**src/rtl/decode_if.sv**
```systemverilog
// Handshake and decoded-field bundle between an instruction source, the decode
// stage and its downstream consumer.
interface decode_if #(
    parameter int XLEN = 32
);
    logic            in_valid;
    logic            in_ready;
    logic [31:0]     in_instr;
    logic            out_valid;
    logic            out_ready;
    logic [4:0]      out_rd;
    logic [4:0]      out_rs1;
    logic [4:0]      out_rs2;
    logic [XLEN-1:0] out_imm;
    logic [3:0]      out_alu_op;
    logic            out_use_imm;
    logic            out_mem_rd;
    logic            out_mem_wr;
    logic            out_illegal;

    // Environment side: produces instructions and consumes decoded words.
    modport master (
        output in_valid, in_instr, out_ready,
        input  in_ready, out_valid, out_rd, out_rs1, out_rs2, out_imm,
               out_alu_op, out_use_imm, out_mem_rd, out_mem_wr, out_illegal
    );

    // Decode stage side.
    modport slave (
        input  in_valid, in_instr, out_ready,
        output in_ready, out_valid, out_rd, out_rs1, out_rs2, out_imm,
               out_alu_op, out_use_imm, out_mem_rd, out_mem_wr, out_illegal
    );
endinterface

```
**src/rtl/decode_stage.sv**
```systemverilog
// Instruction decode stage: small input FIFO with empty-path bypass feeding a
// registered decode output that holds steady under downstream backpressure.
module decode_stage #(
    parameter int XLEN           = 32,
    parameter int FIFO_DEPTH     = 2,
    parameter int ENABLE_IMM_ALU = 1
) (
    input  logic                        clk,
    input  logic                        rst_n,
    input  logic                        flush,
    decode_if.slave                     bus,
    output logic [$clog2(FIFO_DEPTH):0] occupancy
);
    localparam int PTR_W = $clog2(FIFO_DEPTH);
    localparam int CNT_W = PTR_W + 1;
    localparam logic [CNT_W-1:0] DEPTH_C = CNT_W'(FIFO_DEPTH);

    if (XLEN < 12) begin : g_bad_xlen
        $error("decode_stage: XLEN must be at least 12");
    end
    if (FIFO_DEPTH < 2 || (FIFO_DEPTH & (FIFO_DEPTH - 1)) != 0) begin : g_bad_depth
        $error("decode_stage: FIFO_DEPTH must be a power of two and at least 2");
    end

    typedef struct packed {
        logic [4:0]      rd;
        logic [4:0]      rs1;
        logic [4:0]      rs2;
        logic [XLEN-1:0] imm;
        logic [3:0]      alu_op;
        logic            use_imm;
        logic            mem_rd;
        logic            mem_wr;
        logic            illegal;
    } dec_t;

    function automatic logic signed [XLEN-1:0] sext12(input logic [11:0] v);
        logic signed [11:0] s;
        s = signed'(v);
        return XLEN'(s);
    endfunction

    function automatic dec_t decode(input logic [31:0] w);
        dec_t d;
        d = '0;
        case (w[6:0])
            7'd1, 7'd2, 7'd3, 7'd4, 7'd5, 7'd6, 7'd7, 7'd8, 7'd9, 7'd10: begin
                // Register-register ops: the opcode value is the ALU op.
                d.rd     = w[11:7];
                d.rs1    = w[19:15];
                d.rs2    = w[24:20];
                d.alu_op = w[3:0];
            end
            7'd11: begin
                d.rd      = w[11:7];
                d.rs1     = w[19:15];
                d.imm     = sext12(w[31:20]);
                d.alu_op  = 4'd11;
                d.mem_rd  = 1'b1;
                d.use_imm = 1'b1;
            end
            7'd12: begin
                d.rs1     = w[19:15];
                d.rs2     = w[24:20];
                d.imm     = sext12({w[31:25], w[11:7]});
                d.alu_op  = 4'd12;
                d.mem_wr  = 1'b1;
                d.use_imm = 1'b1;
            end
            7'd13, 7'd14, 7'd15, 7'd16: begin
                if (ENABLE_IMM_ALU != 0) begin
                    d.rd      = w[11:7];
                    d.rs1     = w[19:15];
                    d.imm     = sext12(w[31:20]);
                    d.use_imm = 1'b1;
                    case (w[2:0])
                        3'd5:    d.alu_op = 4'd1;
                        3'd6:    d.alu_op = 4'd3;
                        3'd7:    d.alu_op = 4'd4;
                        default: d.alu_op = 4'd5;
                    endcase
                end else begin
                    d.illegal = 1'b1;
                end
            end
            default: d.illegal = 1'b1;
        endcase
        return d;
    endfunction

    logic [31:0]      mem_q [FIFO_DEPTH];
    logic [PTR_W-1:0] wr_ptr_q, wr_ptr_d;
    logic [PTR_W-1:0] rd_ptr_q, rd_ptr_d;
    logic [CNT_W-1:0] count_q, count_d;
    logic             out_valid_q, out_valid_d;
    dec_t             out_q, out_d;
    logic             rdy_en_q;

    logic in_ready;
    logic accept;
    logic load;
    logic pop;
    logic bypass;
    logic push;

    // rdy_en_q keeps in_ready low during reset and releases it at the first edge after.
    assign in_ready = rdy_en_q && (count_q < DEPTH_C);
    assign accept   = bus.in_valid && in_ready && !flush;
    assign load     = !out_valid_q || bus.out_ready;
    assign pop      = load && (count_q != '0) && !flush;
    assign bypass   = load && (count_q == '0) && accept;
    assign push     = accept && !bypass;

    always_comb begin
        wr_ptr_d    = wr_ptr_q;
        rd_ptr_d    = rd_ptr_q;
        count_d     = count_q;
        out_valid_d = out_valid_q;
        out_d       = out_q;
        if (flush) begin
            wr_ptr_d    = '0;
            rd_ptr_d    = '0;
            count_d     = '0;
            out_valid_d = 1'b0;
        end else begin
            if (push) begin
                wr_ptr_d = wr_ptr_q + PTR_W'(1);
            end
            if (pop) begin
                rd_ptr_d = rd_ptr_q + PTR_W'(1);
            end
            count_d = count_q + CNT_W'(push) - CNT_W'(pop);
            if (load) begin
                // The FIFO head always wins over the bypass to keep arrival order.
                if (count_q != '0) begin
                    out_d       = decode(mem_q[rd_ptr_q]);
                    out_valid_d = 1'b1;
                end else if (accept) begin
                    out_d       = decode(bus.in_instr);
                    out_valid_d = 1'b1;
                end else begin
                    out_valid_d = 1'b0;
                end
            end
        end
    end

    always_ff @(posedge clk or negedge rst_n) begin
        if (!rst_n) begin
            wr_ptr_q    <= '0;
            rd_ptr_q    <= '0;
            count_q     <= '0;
            out_valid_q <= 1'b0;
            out_q       <= '0;
            rdy_en_q    <= 1'b0;
        end else begin
            wr_ptr_q    <= wr_ptr_d;
            rd_ptr_q    <= rd_ptr_d;
            count_q     <= count_d;
            out_valid_q <= out_valid_d;
            out_q       <= out_d;
            rdy_en_q    <= 1'b1;
        end
    end

    // Buffer storage carries no reset; count and pointers define what is live.
    always_ff @(posedge clk) begin
        if (push) begin
            mem_q[wr_ptr_q] <= bus.in_instr;
        end
    end

    assign bus.in_ready    = in_ready;
    assign bus.out_valid   = out_valid_q;
    assign bus.out_rd      = out_q.rd;
    assign bus.out_rs1     = out_q.rs1;
    assign bus.out_rs2     = out_q.rs2;
    assign bus.out_imm     = out_q.imm;
    assign bus.out_alu_op  = out_q.alu_op;
    assign bus.out_use_imm = out_q.use_imm;
    assign bus.out_mem_rd  = out_q.mem_rd;
    assign bus.out_mem_wr  = out_q.mem_wr;
    assign bus.out_illegal = out_q.illegal;
    assign occupancy       = count_q;
endmodule
```
**src/flat_wrapper.sv**
```systemverilog
// flat-port wrapper written by rule: the top's interface ports become plain ports
module decode_stage_flat 
#(
    parameter int XLEN           = 32,
    parameter int FIFO_DEPTH     = 2,
    parameter int ENABLE_IMM_ALU = 1
)
  (clk, rst_n, flush, occupancy, bus_in_valid, bus_in_instr, bus_out_ready, bus_in_ready, bus_out_valid, bus_out_rd, bus_out_rs1, bus_out_rs2, bus_out_imm, bus_out_alu_op, bus_out_use_imm, bus_out_mem_rd, bus_out_mem_wr, bus_out_illegal);
  decode_if #(.XLEN(XLEN)) bus_i ();
  input  logic clk;
  input  logic rst_n;
  input  logic flush;
  output logic [$clog2(FIFO_DEPTH):0] occupancy;
  input wire logic [$bits(bus_i.in_valid)-1:0] bus_in_valid;
  input wire logic [$bits(bus_i.in_instr)-1:0] bus_in_instr;
  input wire logic [$bits(bus_i.out_ready)-1:0] bus_out_ready;
  output wire logic [$bits(bus_i.in_ready)-1:0] bus_in_ready;
  output wire logic [$bits(bus_i.out_valid)-1:0] bus_out_valid;
  output wire logic [$bits(bus_i.out_rd)-1:0] bus_out_rd;
  output wire logic [$bits(bus_i.out_rs1)-1:0] bus_out_rs1;
  output wire logic [$bits(bus_i.out_rs2)-1:0] bus_out_rs2;
  output wire logic [$bits(bus_i.out_imm)-1:0] bus_out_imm;
  output wire logic [$bits(bus_i.out_alu_op)-1:0] bus_out_alu_op;
  output wire logic [$bits(bus_i.out_use_imm)-1:0] bus_out_use_imm;
  output wire logic [$bits(bus_i.out_mem_rd)-1:0] bus_out_mem_rd;
  output wire logic [$bits(bus_i.out_mem_wr)-1:0] bus_out_mem_wr;
  output wire logic [$bits(bus_i.out_illegal)-1:0] bus_out_illegal;
  assign bus_i.in_valid = bus_in_valid;
  assign bus_i.in_instr = bus_in_instr;
  assign bus_i.out_ready = bus_out_ready;
  assign bus_in_ready = bus_i.in_ready;
  assign bus_out_valid = bus_i.out_valid;
  assign bus_out_rd = bus_i.out_rd;
  assign bus_out_rs1 = bus_i.out_rs1;
  assign bus_out_rs2 = bus_i.out_rs2;
  assign bus_out_imm = bus_i.out_imm;
  assign bus_out_alu_op = bus_i.out_alu_op;
  assign bus_out_use_imm = bus_i.out_use_imm;
  assign bus_out_mem_rd = bus_i.out_mem_rd;
  assign bus_out_mem_wr = bus_i.out_mem_wr;
  assign bus_out_illegal = bus_i.out_illegal;
  decode_stage #(.XLEN(XLEN), .FIFO_DEPTH(FIFO_DEPTH), .ENABLE_IMM_ALU(ENABLE_IMM_ALU)) u_core (.clk(clk), .rst_n(rst_n), .flush(flush), .bus(bus_i), .occupancy(occupancy));
endmodule
```
**config.mk**
```make
export PLATFORM = sky130hd
export DESIGN_NAME = decode_stage_flat
export DESIGN_NICKNAME = d
export VERILOG_FILES = /design/src/rtl/decode_if.sv /design/src/rtl/decode_stage.sv /design/src/flat_wrapper.sv
export SDC_FILE = /design/constraint.sdc
export NUM_CORES = 1
export LEC_CHECK = 0
export BUFFER_PORTS_ARGS = -buffer_cell sky130_fd_sc_hd__buf_2
export CAP_MARGIN = 20
export CORE_MARGIN = 4
export CORE_UTILIZATION = 61
export CTS_BUF_LIST = sky130_fd_sc_hd__clkbuf_2 sky130_fd_sc_hd__clkbuf_4 sky130_fd_sc_hd__clkbuf_8
export DETAILED_ROUTE_END_ITERATION = 6
export PLACE_DENSITY_LB_ADDON = 0.1
export RECOVER_POWER = 25
export SLEW_MARGIN = 30
export SYNTH_ARGS = -nofsm -noshare
export SYNTH_HDL_FRONTEND = slang
export SYNTH_SLANG_ARGS = --single-unit
```
**constraint.sdc**
```tcl
create_clock -name clk -period 8.05 [get_ports clk]
set_clock_uncertainty 0.05 [all_clocks]
set_input_delay 0.805 -clock clk [delete_from_list [all_inputs] [get_ports clk]]
set_output_delay 0.805 -clock clk [all_outputs]
set_load 0.01 [all_outputs]
```
==> results of run 1 <==
==> cells by family after synthesis <==
family,after synthesis,share of synthesized area (%)
muxes,27,6.002
DFF,99,60.08
buffers and inverters,51,6.029
and+or+nand+nor,102,11.24
AOI/OAI and AO/OA,102,15.26
other,1,0.08140
adders and majority gates,2,0.5431
xor gates and xnor gates,4,0.7606
==> power breakdown <==
| part | internal (mW) | switching, mW |
|---|---|---|
| combinational | 0.196 | 0.258 |
| sequential | 0.615 | 0.0836 |
| clock | 0.212 | 0.178 |
| total | 1.02 | 0.519 |
==> layout by cell type (no fill, tap or decap), types with 3 or more instances in the layout <==
master                      count
sky130_fd_sc_hd__a21oi_1       16
sky130_fd_sc_hd__a221oi_1       5
sky130_fd_sc_hd__a22oi_1       12
sky130_fd_sc_hd__and2_1         3
sky130_fd_sc_hd__buf_2         65
sky130_fd_sc_hd__buf_4          4
sky130_fd_sc_hd__bufinv_16      3
sky130_fd_sc_hd__clkbuf_1      27
sky130_fd_sc_hd__clkbuf_8       9
sky130_fd_sc_hd__dfrtp_1       40
sky130_fd_sc_hd__edfxtp_1      58
sky130_fd_sc_hd__inv_1         12
sky130_fd_sc_hd__mux2i_1       25
sky130_fd_sc_hd__nand2_1       31
sky130_fd_sc_hd__nand2b_1       3
sky130_fd_sc_hd__nand3_1        4
sky130_fd_sc_hd__nor2_1        25
sky130_fd_sc_hd__nor2b_1        7
sky130_fd_sc_hd__nor3_1         6
sky130_fd_sc_hd__nor3_2         5
sky130_fd_sc_hd__o21ai_0       21
sky130_fd_sc_hd__o21ai_1        7
sky130_fd_sc_hd__o221a_1        5
sky130_fd_sc_hd__o221ai_1       7
sky130_fd_sc_hd__o31ai_1        6
sky130_fd_sc_hd__or3_1          5
==> cell type report <==
cell class                 instances  area [sq um]
sequential                        99          2771
fill                             560          2058
multi-input combinational        238          1577
timing repair buffer              96         456.7
clock inverter                     7         132.6
clock buffer                       9         123.9
tap                               99         123.9
inverter                          13         48.80
==> layer usage <==
metal,up-vias,track usage [%],part of all wire [%]
met3,18,6.056,8.0
met5,-,0,0
met2,161,37.35,48
met1,1615,32.73,43
li1,1568,-,-
met4,0,8.654,1.9
==> flip-flops by register name (all words and copies together), names as in the netlist, 2 cells and up <==
register,flops
u_core.mem_q,58
u_core.bus.out_rd,5
u_core.occupancy,2
u_core.bus.out_alu_op,4
u_core.bus.out_rs1,5
u_core.bus.out_rs2,5
u_core.bus.out_imm,12
==> worst max-delay path: cells and delay by family (launching register included) <==
family	cells	cell delay [ps]
AOI/OAI and AO/OA	3	1260
buffers and inverters	1	110
and+or+nand+nor	2	700
DFF	1	830
==> path summary, 6_finish.rpt <==
path | slack, ps | end | cells past startpoint
setup reg to reg | 4990 | u_core.bus.out_illegal | 6
hold / removal | 440 | u_core.bus.out_mem_rd | 2
setup / recovery | 4990 | u_core.bus.out_illegal | 6
hold reg to reg | 440 | u_core.bus.out_mem_rd | 2
min in group asynchronous | 1060 | u_core.rdy_en_q | 1
max in group asynchronous | 5310 | u_core.rd_ptr_q | 1
==> metrics by stage <==
step	utilization (%)	worst slack, ps
2_1_floorplan	-	3531
3_3_place_gp	68.58	4832
3_5_place_dp	68.65	4794
4_1_cts	72.17	4745
5_1_grt	71.77	4731
6_report	71.77	4988
==> synth_stat cells (2+ instances only) <==
cell type	number
sky130_fd_sc_hd__or3b_1	2
sky130_fd_sc_hd__xor2_1	2
sky130_fd_sc_hd__clkbuf_1	14
sky130_fd_sc_hd__or3_1	5
sky130_fd_sc_hd__a21o_1	2
sky130_fd_sc_hd__a221oi_1	5
sky130_fd_sc_hd__a211o_1	2
sky130_fd_sc_hd__o31ai_1	6
sky130_fd_sc_hd__a31oi_1	2
sky130_fd_sc_hd__buf_2	3
sky130_fd_sc_hd__nor2_1	26
sky130_fd_sc_hd__o21ai_1	7
sky130_fd_sc_hd__and2_1	4
sky130_fd_sc_hd__a21boi_0	2
sky130_fd_sc_hd__nor4_1	2
sky130_fd_sc_hd__a21oi_1	16
sky130_fd_sc_hd__nor3_1	6
sky130_fd_sc_hd__nor3_2	5
sky130_fd_sc_hd__buf_4	20
sky130_fd_sc_hd__o221ai_1	7
sky130_fd_sc_hd__nor3b_1	2
sky130_fd_sc_hd__nor2b_1	7
sky130_fd_sc_hd__inv_1	12
sky130_fd_sc_hd__mux2i_1	25
sky130_fd_sc_hd__ha_1	2
sky130_fd_sc_hd__o221a_1	5
sky130_fd_sc_hd__o21bai_1	2
sky130_fd_sc_hd__nand2_1	31
sky130_fd_sc_hd__edfxtp_1	58
sky130_fd_sc_hd__o21ai_0	21
sky130_fd_sc_hd__a22oi_1	12
sky130_fd_sc_hd__xnor2_1	2
sky130_fd_sc_hd__dfrtp_1	41
sky130_fd_sc_hd__nand2b_1	3
sky130_fd_sc_hd__nand3_1	4
==> implementation parameters, run 1 <==
Parameter                              Value

Synth
  Ys flop type    sky130_fd_sc_hd__edfxtp_1
  Number of enable flip-flop cells after synthesis    58
  Yosys top cell by area    sky130_fd_sc_hd__edfxtp_1
  Mapped Avg Cell Area    11.87 sq um
  Proportion of synthesized chip area in sequential cells    60.08%
  Area share of the leading cell type in the synthesized netlist    37.81%
  Dominant cells by area after synthesis    sky130_fd_sc_hd__edfxtp_1 (38%), sky130_fd_sc_hd__dfrtp_1 (22%), sky130_fd_sc_hd__mux2i_1 (5.4%)
  Synth async-reset ratio    41.41%
  Number of library cell types mapped by synthesis    58
  Register bit total from synthesis    99
  Mapped cell area    4607 sq um
  Total of warnings raised by yosys    0
  Synthesized instance count    388
  Number of nets produced by synthesis    427

STA
  Final count of pins violating max slew    42
  Achievable Freq    326.6 MHz
  Worst hold margin    440.4 ps
  Actual slew at the worst max-slew pin    2273 ps
  Final hold violation count    0
  Post-layout min period    3062 ps
  Share of the clock period used by the worst path after layout    38.03%
  Final setup violation count    0
  Worst slew slack as a fraction of its limit    -51.51%
  RSZ-0062 raised after global routing    false
  Final total negative setup slack    0 ps

Placed design
  # placed instances    545
  GPL Wtd Cong    0.8504
  Port Buf Inserts    92
  DP HPWL    6889 um
  Total placed instance area    5006 sq um

Outcome
  Result of the run    complete, but fails checks
  Violations in the final reports    capacitance limit, slew limit

Routing
  Via count    3362
  Detailed router's first-iteration violation count    183
  Routed wire length per instance    18.28 um
  Routed Antenna Nets    0
  DRC violation count after routing    0
  Initial DRT Pass Iterations    5
  Vias per inst    5.993
  Aggregate routed wire length    10250 um

Die
  Overall die width    94.91 um
  I/O pin count    96
  Effective utilization at floorplan    63.18%
  Core Box Area    7292 sq um
  Die Footprint    9007 sq um
  Standard-cell row count    31
  Die Y    94.91 um

Final layout
  Number of nets in the finished design    496
  Synthesis-to-layout area growth    13.61%
  Fraction of final layout cells sized beyond drive strength 1    21.86%
  Final Instance Count excl. Fillers    561
  Total non-filler cell area in the finished layout    5234 sq um
  Antenna fix cells    0

Critical path
  Critical Path RT    8260 ps
  Worst Setup Path Type    reg2reg
  Slowest stage delay, CP    830 ps
  Worst reg2reg startpoint    u_core.rd_ptr_q
  Endpoint arrival time on the critical path    3270 ps
  Element type at the critical path end    flop
  Nature of the critical path startpoint    flop
  Slowest CP cell    sky130_fd_sc_hd__dfrtp_4
  Worst setup path startpoint    u_core.rd_ptr_q
  CP Max Fanout    39
  Cells along the critical path    inv_2, o41ai_1, nor3b_1, o21ai_1, a21boi_1, and2_1

Global route
  All-Layer GR Usage    23.95%
  Congestion Overflow GR    0
  Wire length of the first global-routing pass    16220 um
  Largest net degree at the start of global routing    42
  Number of antenna violations at the first check in global routing    0
  Number of global-route vias before repair    3168

Run
  Number of maximum-capacitance constraint violations    1

Clocking
  Clock root buffer    sky130_fd_sc_hd__clkbuf_8
  Clock transition at the registers of the reported paths    100 ps
  Post-cts repair resize count    0
  Number of levels the H-tree was split into    3
  Clock tree from TritonCTS    done
  CTS Buf Count    9
  Number of buffers on the longest clock path    2
  Number of buffers inserted for hold repair after clock tree synthesis    0
  Clock Sink Count    99
  Buffers inserted during post-CTS setup optimization    0
  Clock latency at the later pin of the worst-skew pair    360 ps

Power
  Peak supply drop    0.0002031 V
  Power per cell area    294.7 nW/um^2
  Overall Power    1.542 mW
  Reported leakage power    2.085 nW

Min path
  Worst hold path class    reg2reg
  Min-Delay Startpoint    u_core.bus.out_mem_rd
No activity file was read; power rests on OpenSTA's default activity.
==> run 2, diff against run 1 <==
CORE_UTILIZATION = 51   (was 61)
clock period = 2.7 ns   (was 8.05 ns; I/O delays follow)
==> implementation parameters, run 2 (same netlist as run 1, synthesis figures left out) <==
Parameter                              Value

Outcome
  Result of the run    complete, but fails checks (unchanged)
  Violations in the final reports    capacitance limit, slew limit (unchanged)

Clocking
  Number of levels the H-tree was split into    3 (unchanged)
  Number of buffers on the longest clock path    2 (unchanged)
  Clock root buffer    sky130_fd_sc_hd__clkbuf_8 (unchanged)
  Clock transition at the registers of the reported paths    100 ps (about the same)
  Clock Sink Count    99 (unchanged)
  Clock latency at the later pin of the worst-skew pair    360 ps (about the same)
  Clock tree from TritonCTS    done (unchanged)
  CTS Buf Count    9 (unchanged)

Final layout
  Antenna fix cells    0 (unchanged)
  Number of nets in the finished design    510 (was 496)
  Area used by multi-input combinational logic    1577 sq um (unchanged)
  Total non-filler cell area in the finished layout    5273 sq um (was 5234 sq um)
  Fraction of final layout cells sized beyond drive strength 1    22.69% (was 21.86%)
  Register bank with the most flops    u_core.mem_q (unchanged)
  FILL cells    745 (was 560)
  Synthesis-to-layout area growth    14.45% (was 13.61%)
  Most common library cell in the layout ignoring fill and taps    sky130_fd_sc_hd__buf_2 (unchanged)
  Area used by sequential logic in the layout    2769 sq um (was 2771 sq um)
  Top library cells by usage in the layout, fill and taps aside    sky130_fd_sc_hd__buf_2 (62), sky130_fd_sc_hd__edfxtp_1 (58), sky130_fd_sc_hd__dfrtp_1 (40) (was sky130_fd_sc_hd__buf_2 (65), sky130_fd_sc_hd__edfxtp_1 (58), sky130_fd_sc_hd__dfrtp_1 (40))
  Max FFs per register    58 (unchanged)

Global route
  Number of global-route vias before repair    3325 (was 3168)
  Wire length of the first global-routing pass    17130 um (was 16220 um)
  All-Layer GR Usage    21.43% (was 23.95%)
  Number of antenna violations at the first check in global routing    0 (unchanged)
  Congestion Overflow GR    0 (unchanged)
  Largest net degree at the start of global routing    34 (was 42)

Critical path
  Critical Path RT    2930 ps (was 8260 ps)
  CP Max Fanout    12 (was 39)
  Endpoint arrival time on the critical path    2730 ps (was 3270 ps)
  Nature of the critical path startpoint    flop (unchanged)
  Endpoint of the lowest-slack register-to-register path    u_core.bus.out_imm[3] (was u_core.bus.out_illegal)
  Number of cells on the worst reg-to-reg path    6 (unchanged)
  Register-to-Register Setup Slack    190 ps (was 4990 ps)
  Worst reg2reg startpoint    u_core.rd_ptr_q (unchanged)
  Worst setup path startpoint    u_core.rd_ptr_q (unchanged)
  Worst Setup Path Type    reg2reg (unchanged)
  Capture point of the critical path    u_core.bus.out_imm[3] (was u_core.bus.out_illegal)
  Element type at the critical path end    flop (unchanged)

Routing
  Detailed router's first-iteration violation count    176 (was 183)
  DRC violation count after routing    0 (unchanged)
  Routed Antenna Nets    0 (unchanged)
  Routed wire length per instance    18.66 um (was 18.28 um)
  Via count    3413 (was 3362)
  Aggregate routed wire length    10900 um (was 10250 um)
  Initial DRT Pass Iterations    5 (unchanged)
  Vias per inst    5.844 (was 5.993)

Placed design
  Total placed instance area    5117 sq um (was 5006 sq um)
  DP HPWL    7430 um (was 6889 um)
  Port Buf Inserts    92 (unchanged)
  GPL Wtd Cong    0.8541 (was 0.8504)
  Post-placement setup slack    198.7 ps (was 4794 ps)

STA
  Final setup violation count    0 (unchanged)
  RSZ-0062 raised after global routing    false (unchanged)
  Post-layout min period    2507 ps (was 3062 ps)
  Final total negative setup slack    0 ps (unchanged)
  Share of the clock period used by the worst path after layout    92.84% (was 38.03%)
  Worst path setup slack after routing    193.2 ps (was 4988 ps)
  Worst slew slack as a fraction of its limit    -7.116% (was -51.51%)
  Achievable Freq    398.9 MHz (was 326.6 MHz)
  Actual slew at the worst max-slew pin    1607 ps (was 2273 ps)
  Final hold violation count    0 (unchanged)
  Final count of pins violating max slew    28 (was 42)

Die
  Die Footprint    10620 sq um (was 9007 sq um)
  I/O pin count    96 (unchanged)
  Effective utilization at floorplan    52.57% (was 63.18%)
  Standard-cell row count    34 (was 31)
  Die Y    103.0 um (was 94.91 um)
  Overall die width    103.0 um (was 94.91 um)
  Core Box Area    8763 sq um (was 7292 sq um)

Min path
  Hold-critical path depth    1 (was 2)
  Worst hold path class    in2reg (was reg2reg)

Power
  Net switching fraction of the power    36.06% (was 33.68%)
  Peak supply drop    0.0004740 V (was 0.0002031 V)
  Part of the power in registers    45.6% (was 45.3%)
  Combinational fraction of design power    34.1% (was 29.4%)
  Power per cell area    832.0 nW/um^2 (was 294.7 nW/um^2)
  Proportion of power drawn by the clock network    20.3% (was 25.2%)
  Net Switching    1.582 mW (was 519.5 uW)
  Reported leakage power    2.104 nW (was 2.085 nW)
  Internal Pwr Total    2.805 mW (was 1.023 mW)

Run
  Number of maximum-capacitance constraint violations    1 (unchanged)
==> run 2: stage by stage <==
| step | hold WS [ps] | power [mW] | cells | utilization, % |
|---|---|---|---|---|
| final | 85.98 | 4.387 | 584 | 60.17 |
| after global routing | 76.12 | 4.665 | 584 | 60.17 |
| after CTS | 45.37 | 4.417 | 584 | 60.59 |
| after detailed placement | 294.6 | 3.530 | 567 | 58.40 |
| after global placement | 291.5 | 3.501 | 567 | 58.40 |
| after floorplan | -75.59 | 3.053 | 388 | - |
==> run 2: area by class of cell <==
type | instances | share of cell area, %
flip-flops and latches | 99 | 52.52
multi-input cells | 238 | 29.90
repair buffers | 110 | 10.63
well taps | 108 | 2.563
clock buffers | 9 | 2.349
clock inverters | 7 | 1.115
inverters | 13 | 0.9255
==> run 2: worst min-delay path by stage <==
stage                     start                       end  slack (ps)
3_3_place_gp              rst_n           u_core.rdy_en_q         290
3_5_place_dp              rst_n           u_core.rdy_en_q         290
5_1_grt        bus_in_instr[16]       u_core.mem_q[0][16]          80
4_1_cts        bus_in_instr[29]       u_core.mem_q[0][29]          50
2_1_floorplan             rst_n  u_core.bus.out_alu_op[0]         -80
6_report       bus_in_instr[26]       u_core.mem_q[0][26]          90
==> run 2: what timing repair did <==
| item | CTS | global route |
|---|---|---|
| gates resized for setup | 0 | 0 |
| setup endpoints to repair | 0 | 0 |
| buffers inserted | 0 | 0 |
| hold endpoints to repair | 26 | 0 |
| hold buffers | 1 | 0 |
==> run 2: power by group through the flow <==
stage,combinational (mW),sequential (mW),clock (mW)
after global placement,1.48,2.02,0
final,1.50,2.00,0.892
after detailed placement,1.50,2.03,0
after floorplan,0.975,2.08,0
after CTS,1.51,2.00,0.909
after global routing,1.67,2.03,0.971
==> run 2: metal layers <==
layer  global-route usage, %  vias up  routed length, um
met1                   30.89     1643               4908
li1                        -     1595                  -
met5                       0        -                  0
met3                   3.112       11                785
met4                   7.470        0                114
met2                   33.40      164               5090
==> run 2: worst max-delay path: stages (launching register included) <==
cell and delay [ps]:
sky130_fd_sc_hd__dfrtp_2 520, sky130_fd_sc_hd__mux2_2 410, sky130_fd_sc_hd__or3_1 380, sky130_fd_sc_hd__or3b_1 420, sky130_fd_sc_hd__and2_4 210, sky130_fd_sc_hd__o221a_1 270
sky130_fd_sc_hd__nor3_2 170
